`src/rtl/fifo_pkg.sv`:
```
// Shared width helpers for fifo_level_ctl and its pointer sub-module.
package fifo_pkg;

  localparam int PTR_W_MIN = 1;

  // Occupancy needs to represent 0..depth inclusive.
  function automatic int lvl_w(input int depth);
    return $clog2(depth + 1);
  endfunction

  function automatic int ptr_w(input int depth);
    return ($clog2(depth) < PTR_W_MIN) ? PTR_W_MIN : $clog2(depth);
  endfunction

endpackage

```
`src/rtl/fifo_ptr_wrap.sv`:
```
// Modulo-Depth pointer: counts 0..Depth-1 and wraps explicitly, any Depth.
module fifo_ptr_wrap
  import fifo_pkg::*;
#(
  parameter  int Depth = 8,
  localparam int PtrW  = ptr_w(Depth)
) (
  input  logic            clk_i,
  input  logic            srst_i,
  input  logic            clr_i,
  input  logic            inc_i,
  output logic [PtrW-1:0] ptr_o
);

  localparam logic [PtrW-1:0] LastIdx = PtrW'(Depth - 1);

  // NOTE: state is written with <= so every flop samples pre-edge values;
  // blocking assignments here would create order-dependent simulation races.
  always_ff @(posedge clk_i) begin
    if (srst_i || clr_i) begin
      ptr_o <= '0;
    end else if (inc_i) begin
      ptr_o <= (ptr_o == LastIdx) ? '0 : ptr_o + PtrW'(1);
    end
  end

endmodule

```
`src/rtl/fifo_level_ctl.sv`:
```
// Synchronous valid/ready FIFO with occupancy count, almost flags and flush.
// Define FIFO_OUT_REG_EN to register dout_o/dout_val_o (write-to-read latency 2).
module fifo_level_ctl
  import fifo_pkg::*;
#(
  parameter int DataWidth = 16,
  parameter int Depth     = 8,
  parameter int AfThr     = Depth - 2,
  parameter int AeThr     = 1
) (
  input  logic                         clk_i,
  input  logic                         srst_i,
  input  logic [DataWidth-1:0]         din_i,
  input  logic                         din_val_i,
  output logic                         din_rdy_o,
  output logic [DataWidth-1:0]         dout_o,
  output logic                         dout_val_o,
  input  logic                         dout_rdy_i,
  input  logic                         flush_i,
  output logic [$clog2(Depth+1)-1:0]   level_o,
  output logic                         almost_full_o,
  output logic                         almost_empty_o
);

  localparam int LvlW = lvl_w(Depth);
  localparam int PtrW = ptr_w(Depth);

  logic [DataWidth-1:0] mem [Depth];
  logic [PtrW-1:0]      wr_ptr;
  logic [PtrW-1:0]      rd_ptr;
  logic [LvlW-1:0]      level_q;
  logic                 full;
  logic                 empty;
  logic                 wr_hs;
  logic                 rd_hs;
  logic                 mem_pop;

  assign wr_hs = din_val_i & din_rdy_o;
  assign rd_hs = dout_val_o & dout_rdy_i;

  // Flags decode only from the level register, never from the inputs.
  always_comb begin
    // NOTE: every output gets a default first so no path leaves it unassigned,
    // which is what would otherwise infer a latch.
    full           = 1'b0;
    empty          = 1'b0;
    almost_full_o  = 1'b0;
    almost_empty_o = 1'b0;
    full           = (level_q == LvlW'(Depth));
    empty          = (level_q == '0);
    almost_full_o  = (level_q >= LvlW'(AfThr));
    almost_empty_o = (level_q <= LvlW'(AeThr));
  end

  assign din_rdy_o = ~full;
  assign level_o   = level_q;

  // NOTE: storage has no reset; validity is tracked by level and pointers,
  // so clearing the array would only cost reset fan-out.
  always_ff @(posedge clk_i) begin
    if (wr_hs) begin
      mem[wr_ptr] <= din_i;
    end
  end

  always_ff @(posedge clk_i) begin
    if (srst_i || flush_i) begin
      level_q <= '0;
    end else if (wr_hs && !rd_hs) begin
      level_q <= level_q + LvlW'(1);
    end else if (rd_hs && !wr_hs) begin
      level_q <= level_q - LvlW'(1);
    end
  end

  fifo_ptr_wrap #(.Depth(Depth)) u_wr_ptr (
    .clk_i  (clk_i),
    .srst_i (srst_i),
    .clr_i  (flush_i),
    .inc_i  (wr_hs),
    .ptr_o  (wr_ptr)
  );

  fifo_ptr_wrap #(.Depth(Depth)) u_rd_ptr (
    .clk_i  (clk_i),
    .srst_i (srst_i),
    .clr_i  (flush_i),
    .inc_i  (mem_pop),
    .ptr_o  (rd_ptr)
  );

`ifdef FIFO_OUT_REG_EN
  logic                 out_val_q;
  logic [DataWidth-1:0] out_data_q;
  logic [LvlW-1:0]      mem_cnt;

  // level_q includes the output-register entry; the array holds the rest.
  assign mem_cnt = level_q - LvlW'(out_val_q);
  assign mem_pop = (mem_cnt != '0) && (!out_val_q || rd_hs);

  always_ff @(posedge clk_i) begin
    if (srst_i || flush_i) begin
      out_val_q <= 1'b0;
    end else if (mem_pop) begin
      out_val_q <= 1'b1;
    end else if (rd_hs) begin
      out_val_q <= 1'b0;
    end
  end

  always_ff @(posedge clk_i) begin
    if (mem_pop) begin
      out_data_q <= mem[rd_ptr];
    end
  end

  assign dout_val_o = out_val_q;
  assign dout_o     = out_data_q;
`else
  assign mem_pop    = rd_hs;
  assign dout_val_o = ~empty;
  assign dout_o     = mem[rd_ptr];
`endif

`ifndef SYNTHESIS
  logic                 blk_q;
  logic [DataWidth-1:0] din_q;

  always_ff @(posedge clk_i) begin
    blk_q <= din_val_i & ~din_rdy_o & ~srst_i;
    din_q <= din_i;
  end

  always @(posedge clk_i) begin
    if (!srst_i) begin
      assert (level_q <= LvlW'(Depth))
        else $error("fifo_level_ctl: level %0d exceeds depth", level_q);
      assert (!(wr_hs && full))
        else $error("fifo_level_ctl: write accepted while full");
      assert (!(rd_hs && empty))
        else $error("fifo_level_ctl: read accepted while empty");
      if (blk_q) begin
        assert (din_i == din_q)
          else $error("fifo_level_ctl: din_i changed while stalled");
      end
    end
  end
`endif

endmodule

```
`config.mk`:
```
export PLATFORM = sky130hd
export DESIGN_NAME = fifo_level_ctl
export DESIGN_NICKNAME = d
export VERILOG_FILES = /design/src/rtl/fifo_pkg.sv /design/src/rtl/fifo_ptr_wrap.sv /design/src/rtl/fifo_level_ctl.sv
export SDC_FILE = /design/constraint.sdc
export NUM_CORES = 1
export LEC_CHECK = 0
export CORE_UTILIZATION = 60
export CTS_CLUSTER_DIAMETER = 60
export DETAILED_ROUTE_END_ITERATION = 8
export GPL_TIMING_DRIVEN = 1
export PLACE_DENSITY = 0.82
export SETUP_SLACK_MARGIN = 0.1
export SYNTH_ARGS = -nofsm -noshare
export SYNTH_HDL_FRONTEND = slang
export SYNTH_SLANG_ARGS = --single-unit
```
`constraint.sdc`:
```
create_clock -name clk_i -period 6.7 [get_ports clk_i]
set_input_delay 0.67 -clock clk_i [delete_from_list [all_inputs] [get_ports clk_i]]
set_output_delay 0.67 -clock clk_i [all_outputs]
set_load 0.02 [all_outputs]
```
* Word level (Yosys, flattened, before mapping)
Memory sizes are Yosys's and may differ from the RTL's. A register that Yosys moved wholly into a read port is not among the register bits.
Cells that the tools add are included.
** Storage, ports and cells
- Memory bits (writable) :: 128
- Bits in latches :: 0
- Memory bits (read-only) :: 0
- Output and inout bits :: 24
- Input port bits :: 21
- Logic and storage cells :: 32
- Memories kept :: 1
- Bits in registers :: 10
** Memory list
- mem :: depth 8, width 16, read ports 1, clocked after memory_dff 1, write ports 1, line fifo_level_ctl.sv:28 : logic [DataWidth-1:0] mem [Depth];
** Cells by class
- Add/sub/neg operators :: 4
- Div/mod/pow operators :: 0
- Bitwise operators :: 4
- Muxes and demuxes :: 8
- Equal/unequal tests :: 3
- Reductions and logical operators :: 7
- Shifts and indexed selects :: 0
- Magnitude comparators :: 2
- Multiply operators :: 0
** Operators with widths (count)
- $mux 3 :: 4
- $mux 4 :: 2
- $add 3x1->3 const B :: 2
- $eq 3x3->1 const B :: 2
- $add 4x1->4 const B :: 1
- $eq 4x4->1 const B :: 1
- $ge 4x3->1 const B :: 1
- $le 4x1->1 const B :: 1
- $logic_not 4->1 :: 1
- $sub 4x1->4 const B :: 1
- $and 1x1->1 :: 2
- $logic_and 1x1->1 :: 2
- $logic_not 1->1 :: 2
- $mux 1 :: 2
- $not 1->1 :: 2
- $reduce_bool 2->1 :: 1
- $logic_or 1x1->1 :: 1

* Longest topological paths before layout
Gate-level depths: netlist of run 1.
- Depth after elaboration :: 7
- Depth in mapped cells :: 10
- Gate-level depth less buffers :: 10

* By module
Synthesis of run 1 repeated with hierarchy kept, for this count alone.
** Second synthesis, totals
- Cell total of the unflattened synthesis :: 259
- Area total of the unflattened synthesis :: 5570.3 µm²
** By module, submodules not included
- fifo_level_ctl :: cells each 235, area an instance 5285.1 µm², sequential area each 3923.8 µm², instances 1
- fifo_ptr_wrap :: cells each 12, area an instance 142.6 µm², sequential area each 60.1 µm², instances 2

* Least setup slack after synthesis of run 1
Ideal clock, no wire load.
- Kind :: register to register
- From :: register level_q[0], in the netlist level_o[0]
- To :: memory mem[0][0], enable pin
- Period minus slack after synthesis :: 3443 ps
- Stages on the path, launching flop included :: 7
- Arrival time :: 3013 ps
- Library setup time :: 430 ps
- Setup slack :: 3257 ps
- Required time :: 6270 ps
- Buffers on the path :: 0
- Cells stage by stage :: dfxtp_1 > inv_1 > ha_1 > and3b_1 > inv_1 > nand2_1 > nor4_1
** On the way
- Cells in the longest elaborated chain, start to end :: 5
** RTL lines
- start: declaration :: line fifo_level_ctl.sv:31 : logic [LvlW-1:0] level_q;
- start signal: assignment :: line fifo_level_ctl.sv:70 : level_q <= level_q + LvlW'(1);
- start signal: assignment :: line fifo_level_ctl.sv:72 : level_q <= level_q - LvlW'(1);
- $eq 4x4->1 :: line fifo_level_ctl.sv:49 : full = (level_q == LvlW'(Depth));
- $not 1->1 :: line fifo_level_ctl.sv:55 : assign din_rdy_o = ~full;
- named net din_rdy_o :: line fifo_level_ctl.sv:15 : output logic din_rdy_o,
- $and 1x1->1 :: line fifo_level_ctl.sv:38 : assign wr_hs = din_val_i & din_rdy_o;
- $mux 1 :: line fifo_level_ctl.sv:61 : if (wr_hs) begin
- $mux 1 (implied by the code) :: line fifo_level_ctl.sv:62 : mem[wr_ptr] <= din_i;
- end: declaration :: line fifo_level_ctl.sv:28
The timed path passes the listed nets, and every way through them passes these cells.

==> results of run 1 <==
==> how the worst max path moves through the flow <==
stage | start | end | slack (ns) | cells past startpoint
floorplan | level_o[0]$_SDFFE_PP0P_ | mem[0][0]$_DFFE_PP_ | 3.26 | 6
global placement | flip-flop | dout_o[12] | 3.82 | 4
detailed placement | flip-flop | dout_o[12] | 3.78 | 4
CTS | flip-flop | dout_o[4] | 3.20 | 4
global route | flip-flop | dout_o[4] | 3.14 | 4
finish | flip-flop | dout_o[4] | 3.22 | 4
==> placed cells by master, fill, tap and decap left out, drive strengths merged, types with 5 or more instances in the layout <==
cell           Yosys  layout
a21oi              8       8
buf                6       6
bufinv             0       5
clkbuf             4      18
clkdlybuf4s50      0      44
clkinv             0       5
dfxtp             13      13
edfxtp           128     128
ha                 9       9
inv                8       9
mux2              17      17
mux4              32      32
nor2               8       8
nor3               5       5
o21ai              8       8
==> logic make-up after synthesis <==
family / synth area share, %
mux: 18.4
xor+xnor: 0.311
buf+inv: 1.76
compound gates: 1.42
flops: 72.9
simple gates: 3.18
fa+ha+maj: 2.00
==> per-layer routing <==
layer	GRT usage [%]	wire length (um)	vias to the layer above	share of wire (%)
li1	-	-	1253	-
met1	28.9	4270	1406	41
met2	39.2	5470	95	53
met3	7.45	520	14	5.0
met4	8.73	141	0	1.4
met5	0	0	-	0
==> power by group through the flow <==
stage	sequential, uW	clock (uW)	combinational, uW
global route	989	1020	195
finish	988	978	182
global placement	1000	0	176
floorplan	1010	0	103
detailed placement	1010	0	179
CTS	988	983	183
==> stage by stage <==
stage	setup slack, ns	hold slack [ns]
floorplan	3.26	0.468
global placement	3.82	0.501
detailed placement	3.78	0.515
CTS	3.20	0.529
global route	3.14	0.562
finish	3.22	0.528
==> state kept, by name (all words and copies together) (netlist names), named ones only <==
name            cells
u_wr_ptr.ptr_o      3
mem               128
level_o             4
u_rd_ptr.ptr_o      3
==> critical path: cells and delay by family, from the launching register on <==
kind | cells | cell delay, ns
buffers and inverters | 2 | 1.01
flip-flops | 1 | 0.31
multiplexers | 2 | 0.97
==> area by class of cell <==
class	count	area (um2)	share of cell area, %
tap	108	135	1.97
multi-input combinational	111	1480	21.6
sequential	141	4100	59.9
clock buffer	18	418	6.10
inverter	8	30.0	0.439
timing repair buffer	50	485	7.09
clock inverter	13	196	2.87
==> metrics, run 1 <==
final hold vios 0; # setup viols final 0; Yosys cell types 29; post-route DRC violation count 0; cell type with the largest total area after synthesis edfxtp_1; synth cell count leaders 128 x edfxtp_1, 28 x mux4_1, 17 x mux2_2; fin util 77.0%; gr ovfl total 0; Clk pwr share 45.5%; clock slew at reported path FFs 0.06 ns; Initial Util 63.3%; hold depth 2; Setup CP Type flip-flop to output port; Slew HR 27.2%; initial antenna violation count 0; fill count 457; diode count 0; Clock Skew 0.00578 ns; non-filler cells, final 449; number of global-route vias before repair 2863; clk buf depth 2; global-route wire length before repair 15.9 mm; pwr dens 314 nW/um2; htree depth 4; fin nets 359; Setup crit start kind flip-flop; r2r startpoint level_o[0]$_SDFFE_PP0P_; drt pass-1 iters 5; maximum vdd ir drop 0.000185 V; Avg WL per Cell 23.2 um; GP Congestion 0.736; switching power total 445 uW; core outline area 8890 um2; CTS Buf Count 17; WHS Endpoint u_rd_ptr.ptr_o[2]$_SDFFE_PP0P_; Max Cap Viol 0; most common cell in the synthesized netlist edfxtp_1; hold_sp u_rd_ptr.ptr_o[2]$_SDFFE_PP0P_; R2R Path End level_o[3]$_SDFFE_PP0P_; total detailed-routing wirelength 10.4 mm; asr flop ratio synth 0%; CTS tree done; Seq/Total Area, Yosys 72.9%; CP Data Required Time 6.03 ns; sinks on the clock net 141; Worst Tran Pin Value 1.09 ns; prevailing post-synth register cell edfxtp_1; Synth Cell Area 5630 um2; clock latency on the worst-skew pair 0.53 ns; Tot Pwr 2150 uW; Die Wd 98.9 um; DR vias 2768; CP max FO 32; Crit. End Element output port; number of synthesis warnings 0; die area 9770 um2; Ports 45; setup bufs post-CTS 0; Worst R2R Setup Slack 3.90 ns; Final Max Tran Viols 0; post-route clock period utilization 52.0%; fmax 287 MHz; post-route cell area 6850 um2; largest cells by area after synthesis edfxtp_1 68%, mux4_1 13%, dfxtp_1 4.6%; placed insts 418; min Tclk post-route 3.48 ns; Net Sw Frac 20.7%; Post-DP HPWL 5.74 mm; Comb power frac 8.5%; RSZ-0062 raised after global routing no; cells on worst reg2reg path 10; crit-path max cell delay 0.66 ns; total negative slack 0 ns; Buffers on Ports 44; Pint 1700 uW; post-synthesis net count 300; post-synthesis register bit count 141; Leakage 0.00228 uW; area share of the largest cell type after synthesis 68.3%; synthesized netlist cell count 270; Seq pwr share 46.0%; largest net degree at the start of global routing 33; placed cell areas 6230 um2; CP cell instances buf_4, mux4_1, mux2_2, clkdlybuf4s50_1; DR iter-0 viols 163; Area Growth Syn to Fin 21.6%; remaining antenna violation count 0; gr usage total 23.4%; layout cell share with drive strength beyond 1 17.9%; Clk Tree Root Cell clkbuf_8; status complete, no violations; Worst EP arrival 2.81 ns; worst min-delay path class flip-flop to flip-flop; CTS-repair resized insts 0; Syn Area/Cell 20.8 um2; Rows 34; CTS Hold Bufs 0; drt via density 6.16; number of synthesized flops with an enable pin 128; Worst path slowest cell mux4_1; Die H 98.9 um
Note: power is estimated with default switching activity, not from simulation.
==> run 2: changes to the inputs <==
--- a/config.mk
+++ b/config.mk
@@ -5,11 +5,11 @@
 export SDC_FILE = /design/constraint.sdc
 export NUM_CORES = 1
 export LEC_CHECK = 0
-export CORE_UTILIZATION = 60
+export CORE_UTILIZATION = 57
 export CTS_CLUSTER_DIAMETER = 60
 export DETAILED_ROUTE_END_ITERATION = 8
 export GPL_TIMING_DRIVEN = 1
-export PLACE_DENSITY = 0.82
+export PLACE_DENSITY = 0.78
 export SETUP_SLACK_MARGIN = 0.1
 export SYNTH_ARGS = -nofsm -noshare
 export SYNTH_HDL_FRONTEND = slang
==> constraint.sdc (replaced) <==
create_clock -name clk_i -period 3.45 [get_ports clk_i]
set_input_delay 0.345 -clock clk_i [delete_from_list [all_inputs] [get_ports clk_i]]
set_output_delay 0.345 -clock clk_i [all_outputs]
set_load 0.02 [all_outputs]
==> run 2 against run 1 <==
Against the previous run: setup slack worse by 2.9 ns; wire length down 5.5%; via count up 1.7%; non-clock buffer count up 9.
==> metrics, run 2 (synthesis results as in run 1) <==
gr ovfl total 0 (unchanged); Final Max Tran Viols 0 (unchanged); Ports 45 (unchanged); remaining antenna violation count 0 (unchanged); diode count 0 (unchanged); clock latency on the worst-skew pair 0.52 ns (was 0.53 ns); CTS tree done (unchanged); worst min-delay path class flip-flop to flip-flop (unchanged); Max Cap Viol 0 (unchanged); Largest register FFs 128 (unchanged); leading cell type in the layout, fill and taps excluded edfxtp_1 (unchanged); Leakage 0.00229 uW (was 0.00228 uW); Slew HR 34.8% (was 27.2%); clk buf depth 2 (unchanged); drt via density 5.86 (was 6.16); maximum vdd ir drop 0.000379 V (was 0.000185 V); die area 10300 um2 (was 9770 um2); Rows 35 (was 34); Initial Util 59.8% (was 63.3%); post-route cell area 6820 um2 (was 6850 um2); Worst R2R Setup Slack 0.69 ns (was 3.90 ns); Area Growth Syn to Fin 21.2% (was 21.6%); pwr dens 560 nW/um2 (was 314 nW/um2); Buffers on Ports 44 (unchanged); final hold vios 0 (unchanged); GP Congestion 0.747 (was 0.736); R2R Path End level_o[3]$_SDFFE_PP0P_ (unchanged); placed cell areas 6310 um2 (was 6230 um2); hold depth 2 (unchanged); core outline area 9420 um2 (was 8890 um2); CP Data Required Time 3.11 ns (was 6.03 ns); RSZ-0062 raised after global routing no (unchanged); Avg WL per Cell 20.5 um (was 23.2 um); Worst Tran Pin Value 0.976 ns (was 1.09 ns); fill count 553 (was 457); largest net degree at the start of global routing 33 (unchanged); Clock Skew 0.00762 ns (was 0.00578 ns); total detailed-routing wirelength 9.84 mm (was 10.4 mm); CTS Buf Count 17 (unchanged); global-route wire length before repair 15.2 mm (was 15.9 mm); DR iter-0 viols 158 (was 163); clock slew at reported path FFs 0.06 ns (about the same); register area 4100 um2 (unchanged); number of global-route vias before repair 2829 (was 2863); Die Wd 101 um (was 98.9 um); CTS-repair resized insts 0 (unchanged); Worst EP arrival 2.82 ns (was 2.81 ns); crit-path max cell delay 0.64 ns (was 0.66 ns); Worst path slowest cell mux4_1 (unchanged); Clk Tree Root Cell clkbuf_8 (unchanged); fin nets 368 (was 359); Post-DP HPWL 5.67 mm (was 5.74 mm); min Tclk post-route 3.16 ns; # setup viols final 0 (unchanged); footprint of the multi-input gates 1460 um2 (was 1480 um2); Crit. End Element output port (unchanged); CTS Hold Bufs 0 (unchanged); CP max FO 32 (unchanged); Setup crit start kind flip-flop (unchanged); r2r startpoint level_o[0]$_SDFFE_PP0P_ (unchanged); hold_sp u_rd_ptr.ptr_o[1]$_SDFFE_PP0P_ (was u_rd_ptr.ptr_o[2]$_SDFFE_PP0P_); post-route clock period utilization 91.6%; setup bufs post-CTS 0 (unchanged); Setup CP Type flip-flop to output port (unchanged); Die H 101 um (was 98.9 um); cells on worst reg2reg path 10 (unchanged); Most flops, register mem (unchanged); gr usage total 21.6% (was 23.4%); fmax 316 MHz; status complete, no violations (unchanged); most frequent cells in the layout 128 x edfxtp_1, 44 x clkdlybuf4s50_1, 28 x mux4_1 (unchanged); total negative slack 0 ns (unchanged); sinks on the clock net 141 (unchanged); layout cell share with drive strength beyond 1 19.9% (was 17.9%); drt pass-1 iters 4 (was 5); CP cell instances buf_4, mux4_1, mux2_2, clkdlybuf4s50_1 (unchanged); initial antenna violation count 0 (unchanged); post-route DRC violation count 0 (unchanged); htree depth 4 (unchanged); fin util 72.5% (was 77.0%); DR vias 2815 (was 2768)
-- run 2: cell types whose count changed in the layout (fill, tap and decap cells not counted), moves of 2 or more --
cell / previous run / this run
buf_4: 6 / 15
bufinv_16: 5 / 0
nor3_2: 0 / 4
nor3_4: 4 / 0
clkinv_4: 0 / 2
clkinvlp_4: 2 / 4
inv_6: 1 / 3
-- run 2: worst max path at each step --
stage / from / end / slack, ns
floorplan: level_o[0]$_SDFFE_PP0P_ / mem[2][0]$_DFFE_PP_ / 0.40
detailed placement: level_o[0]$_SDFFE_PP0P_ / level_o[3]$_SDFFE_PP0P_ / 0.74
global route: flip-flop / dout_o[3] / 0.18
CTS: flip-flop / dout_o[1] / 0.23
global placement: level_o[0]$_SDFFE_PP0P_ / level_o[3]$_SDFFE_PP0P_ / 0.81
finish: flip-flop / dout_o[1] / 0.29
-- run 2: per-stage QoR --
step                power [uW]  hold WS (ns)  worst slack (ns)  std cells
detailed placement        2300         0.497             0.744        448
global route              3950         0.524             0.175        480
CTS                       3850         0.496             0.231        480
global placement          2290         0.492             0.810        448
floorplan                 2150         0.444             0.405        270
finish                    3820         0.511             0.288        480
-- run 2: layout make-up --
type,instances,area share (%)
sequential,141,60.2
clock inverter,14,1.39
tap,129,2.37
timing repair buffer,59,8.11
clock buffer,18,6.13
inverter,8,0.440
multi-input combinational,111,21.4
-- run 2: critical path, delay by kind of cell, from the launching register on --
family	cells	cell delay (ns)
buffers and inverters	2	1.02
flip-flops	1	0.33
multiplexers	2	0.93
-- run 2: per-layer routing --
metal / vias to the layer above / track usage (%) / share of wire, %
li1: 1267 / - / -
met3: 11 / 5.45 / 4.2
met2: 77 / 34.0 / 50
met4: 0 / 10.8 / 1.5
met5: - / 0 / 0
met1: 1460 / 28.4 / 44
-- run 2: report_power, final --
| group | internal (uW) | switching, uW |
|---|---|---|
| logic | 177 | 177 |
| clock network | 878 | 674 |
| registers | 1900 | 17.6 |
==> run 3: changes to the inputs <==
--- a/config.mk
+++ b/config.mk
@@ -5,11 +5,11 @@
 export SDC_FILE = /design/constraint.sdc
 export NUM_CORES = 1
 export LEC_CHECK = 0
-export CORE_UTILIZATION = 57
+export CORE_UTILIZATION = 55
 export CTS_CLUSTER_DIAMETER = 60
 export DETAILED_ROUTE_END_ITERATION = 8
 export GPL_TIMING_DRIVEN = 1
-export PLACE_DENSITY = 0.78
+export PLACE_DENSITY = 0.76
 export SETUP_SLACK_MARGIN = 0.1
 export SYNTH_ARGS = -nofsm -noshare
 export SYNTH_HDL_FRONTEND = slang
==> run 3 against run 2 <==
Against the previous run: combinational power is 1% higher; first-iteration DRC count down 39%; die area is 3.6% higher; setup slack gained 0.20 ns; sequential share of layout area is 0.60 points lower; register-to-register slack better by 0.10 ns; global-route usage decreased by 0.73 points; wire length increased by 2.6%; via count is 1.1% lower; critical path type unchanged; total power increased by 6.1%.
==> metrics, run 3 (synthesis results as in run 1) <==
clk buf depth 2 (unchanged); worst min-delay path class input pin to flip-flop (was flip-flop to flip-flop); status complete, no violations (unchanged); Ports 45 (unchanged); Comb power frac 8.8% (was 9.2%); Most flops, register mem (unchanged); Net Sw Frac 21.8% (was 22.7%); Clk pwr share 43.9% (was 40.6%); CTS Hold Bufs 0 (unchanged); drt pass-1 iters 4 (unchanged); Area Growth Syn to Fin 22.4% (was 21.2%); register area 4100 um2 (unchanged); placed cell areas 6310 um2 (about the same); setup bufs post-CTS 0 (unchanged); most frequent cells in the layout 128 x edfxtp_1, 44 x clkdlybuf4s50_1, 28 x mux4_1 (unchanged); largest net degree at the start of global routing 33 (unchanged); die area 10600 um2 (was 10300 um2); Die Wd 103 um (was 101 um); sinks on the clock net 141 (unchanged); Buffers on Ports 44 (unchanged); fin nets 367 (was 368); post-route DRC violation count 0 (unchanged); Clk Tree Root Cell clkbuf_8 (unchanged); Setup crit start kind flip-flop (unchanged); clock slew at reported path FFs 0.06 ns (about the same); Post-DP HPWL 5.84 mm (was 5.67 mm); CTS Buf Count 17 (unchanged); CP Data Required Time 3.11 ns (about the same); remaining antenna violation count 0 (unchanged); DR iter-0 viols 97 (was 158); Largest register FFs 128 (unchanged); CTS tree done (unchanged); GP Congestion 0.746 (was 0.747); layout cell share with drive strength beyond 1 20.0% (was 19.9%); gr usage total 20.9% (was 21.6%); RSZ-0062 raised after global routing no (unchanged); diode count 0 (unchanged); drt via density 5.76 (was 5.86); min Tclk post-route 2.96 ns (was 3.16 ns); gr ovfl total 0 (unchanged); Leakage 0.00232 uW (was 0.00229 uW); clock latency on the worst-skew pair 0.51 ns (was 0.52 ns); total negative slack 0 ns (unchanged); post-route clock period utilization 85.7% (was 91.6%); leading cell type in the layout, fill and taps excluded edfxtp_1 (unchanged); Crit. End Element output port (unchanged); Slew HR 60.9% (was 34.8%); footprint of the multi-input gates 1460 um2 (unchanged); core outline area 9860 um2 (was 9420 um2); initial antenna violation count 0 (unchanged); # setup viols final 0 (unchanged); post-route cell area 6890 um2 (was 6820 um2); Initial Util 57.1% (was 59.8%); DR vias 2784 (was 2815); htree depth 4 (unchanged); fill count 606 (was 553); final hold vios 0 (unchanged); switching power total 883 uW (was 869 uW); Die H 103 um (was 101 um); Worst EP arrival 2.61 ns (was 2.82 ns); Tot Pwr 4050 uW (was 3820 uW); Rows 36 (was 35); fmax 338 MHz (was 316 MHz); Worst Tran Pin Value 0.585 ns (was 0.976 ns); Final Max Tran Viols 0 (unchanged); Pint 3170 uW (was 2950 uW); Max Cap Viol 0 (unchanged); CP max FO 20 (was 32); total detailed-routing wirelength 10.1 mm (was 9.84 mm); Avg WL per Cell 20.9 um (was 20.5 um); Setup CP Type flip-flop to output port (unchanged); pwr dens 588 nW/um2 (was 560 nW/um2); CTS-repair resized insts 0 (unchanged); number of global-route vias before repair 2896 (was 2829); Clock Skew 0.00650 ns (was 0.00762 ns); maximum vdd ir drop 0.000396 V (was 0.000379 V); Seq pwr share 47.3% (was 50.1%); global-route wire length before repair 15.2 mm (about the same)
## run 3: changes by cell type in the layout (fill, tap and decap cells not counted), sizes merged
cell / change
buf: -1
bufinv: +3
clkbuf: -1
clkinv: +1
clkinvlp: -2
inv: -1
## run 3: path summary, 6_finish.rpt
kind | start | to | slack, ns | cells past startpoint
setup / recovery | flip-flop | dout_o[12] | 0.49 | 4
hold / removal | dout_rdy_i | flip-flop | 0.50 | 3
setup reg to reg | level_o[1]$_SDFFE_PP0P_ | level_o[3]$_SDFFE_PP0P_ | 0.79 | 10
hold reg to reg | u_rd_ptr.ptr_o[2]$_SDFFE_PP0P_ | flip-flop | 0.51 | 2
## run 3: final cells by class
| type | count | share of cell area (%) |
|---|---|---|
| inverter | 8 | 0.436 |
| timing repair buffer | 58 | 7.92 |
| multi-input combinational | 111 | 21.2 |
| sequential | 141 | 59.5 |
| tap | 133 | 2.41 |
| clock buffer | 17 | 6.01 |
| clock inverter | 15 | 2.47 |
## run 3: stage by stage
step	utilization (%)	instances	worst slack (ns)	hold slack, ns
finish	69.9	483	0.493	0.500
global placement	63.9	451	0.908	0.491
detailed placement	63.9	451	0.810	0.499
floorplan	-	270	0.405	0.444
global route	69.9	483	0.358	0.507
CTS	69.9	483	0.447	0.480
## run 3: routing by layer
metal	vias up	share of wire [%]	track usage, %	wire (um)
li1	1262	-	-	-
met1	1433	46	27.3	4600
met2	71	49	33.4	4900
met3	18	4.1	5.63	417
met4	0	1.7	8.78	170
met5	-	0	0	0
## run 3: critical path, stage by stage (launching register included)
cell	delay [ns]
dfxtp_1	0.33
buf_4	0.33
mux4_1	0.62
mux2_2	0.28
clkdlybuf4s50_1	0.53
## run 3: power by group through the flow
stage | registers, uW | logic, uW | clock network [uW]
final | 1920 | 358 | 1780
after global routing | 1920 | 385 | 1860
after CTS | 1920 | 361 | 1800
after detailed placement | 1950 | 357 | 0
after global placement | 1950 | 350 | 0
after floorplan | 1950 | 200 | 0
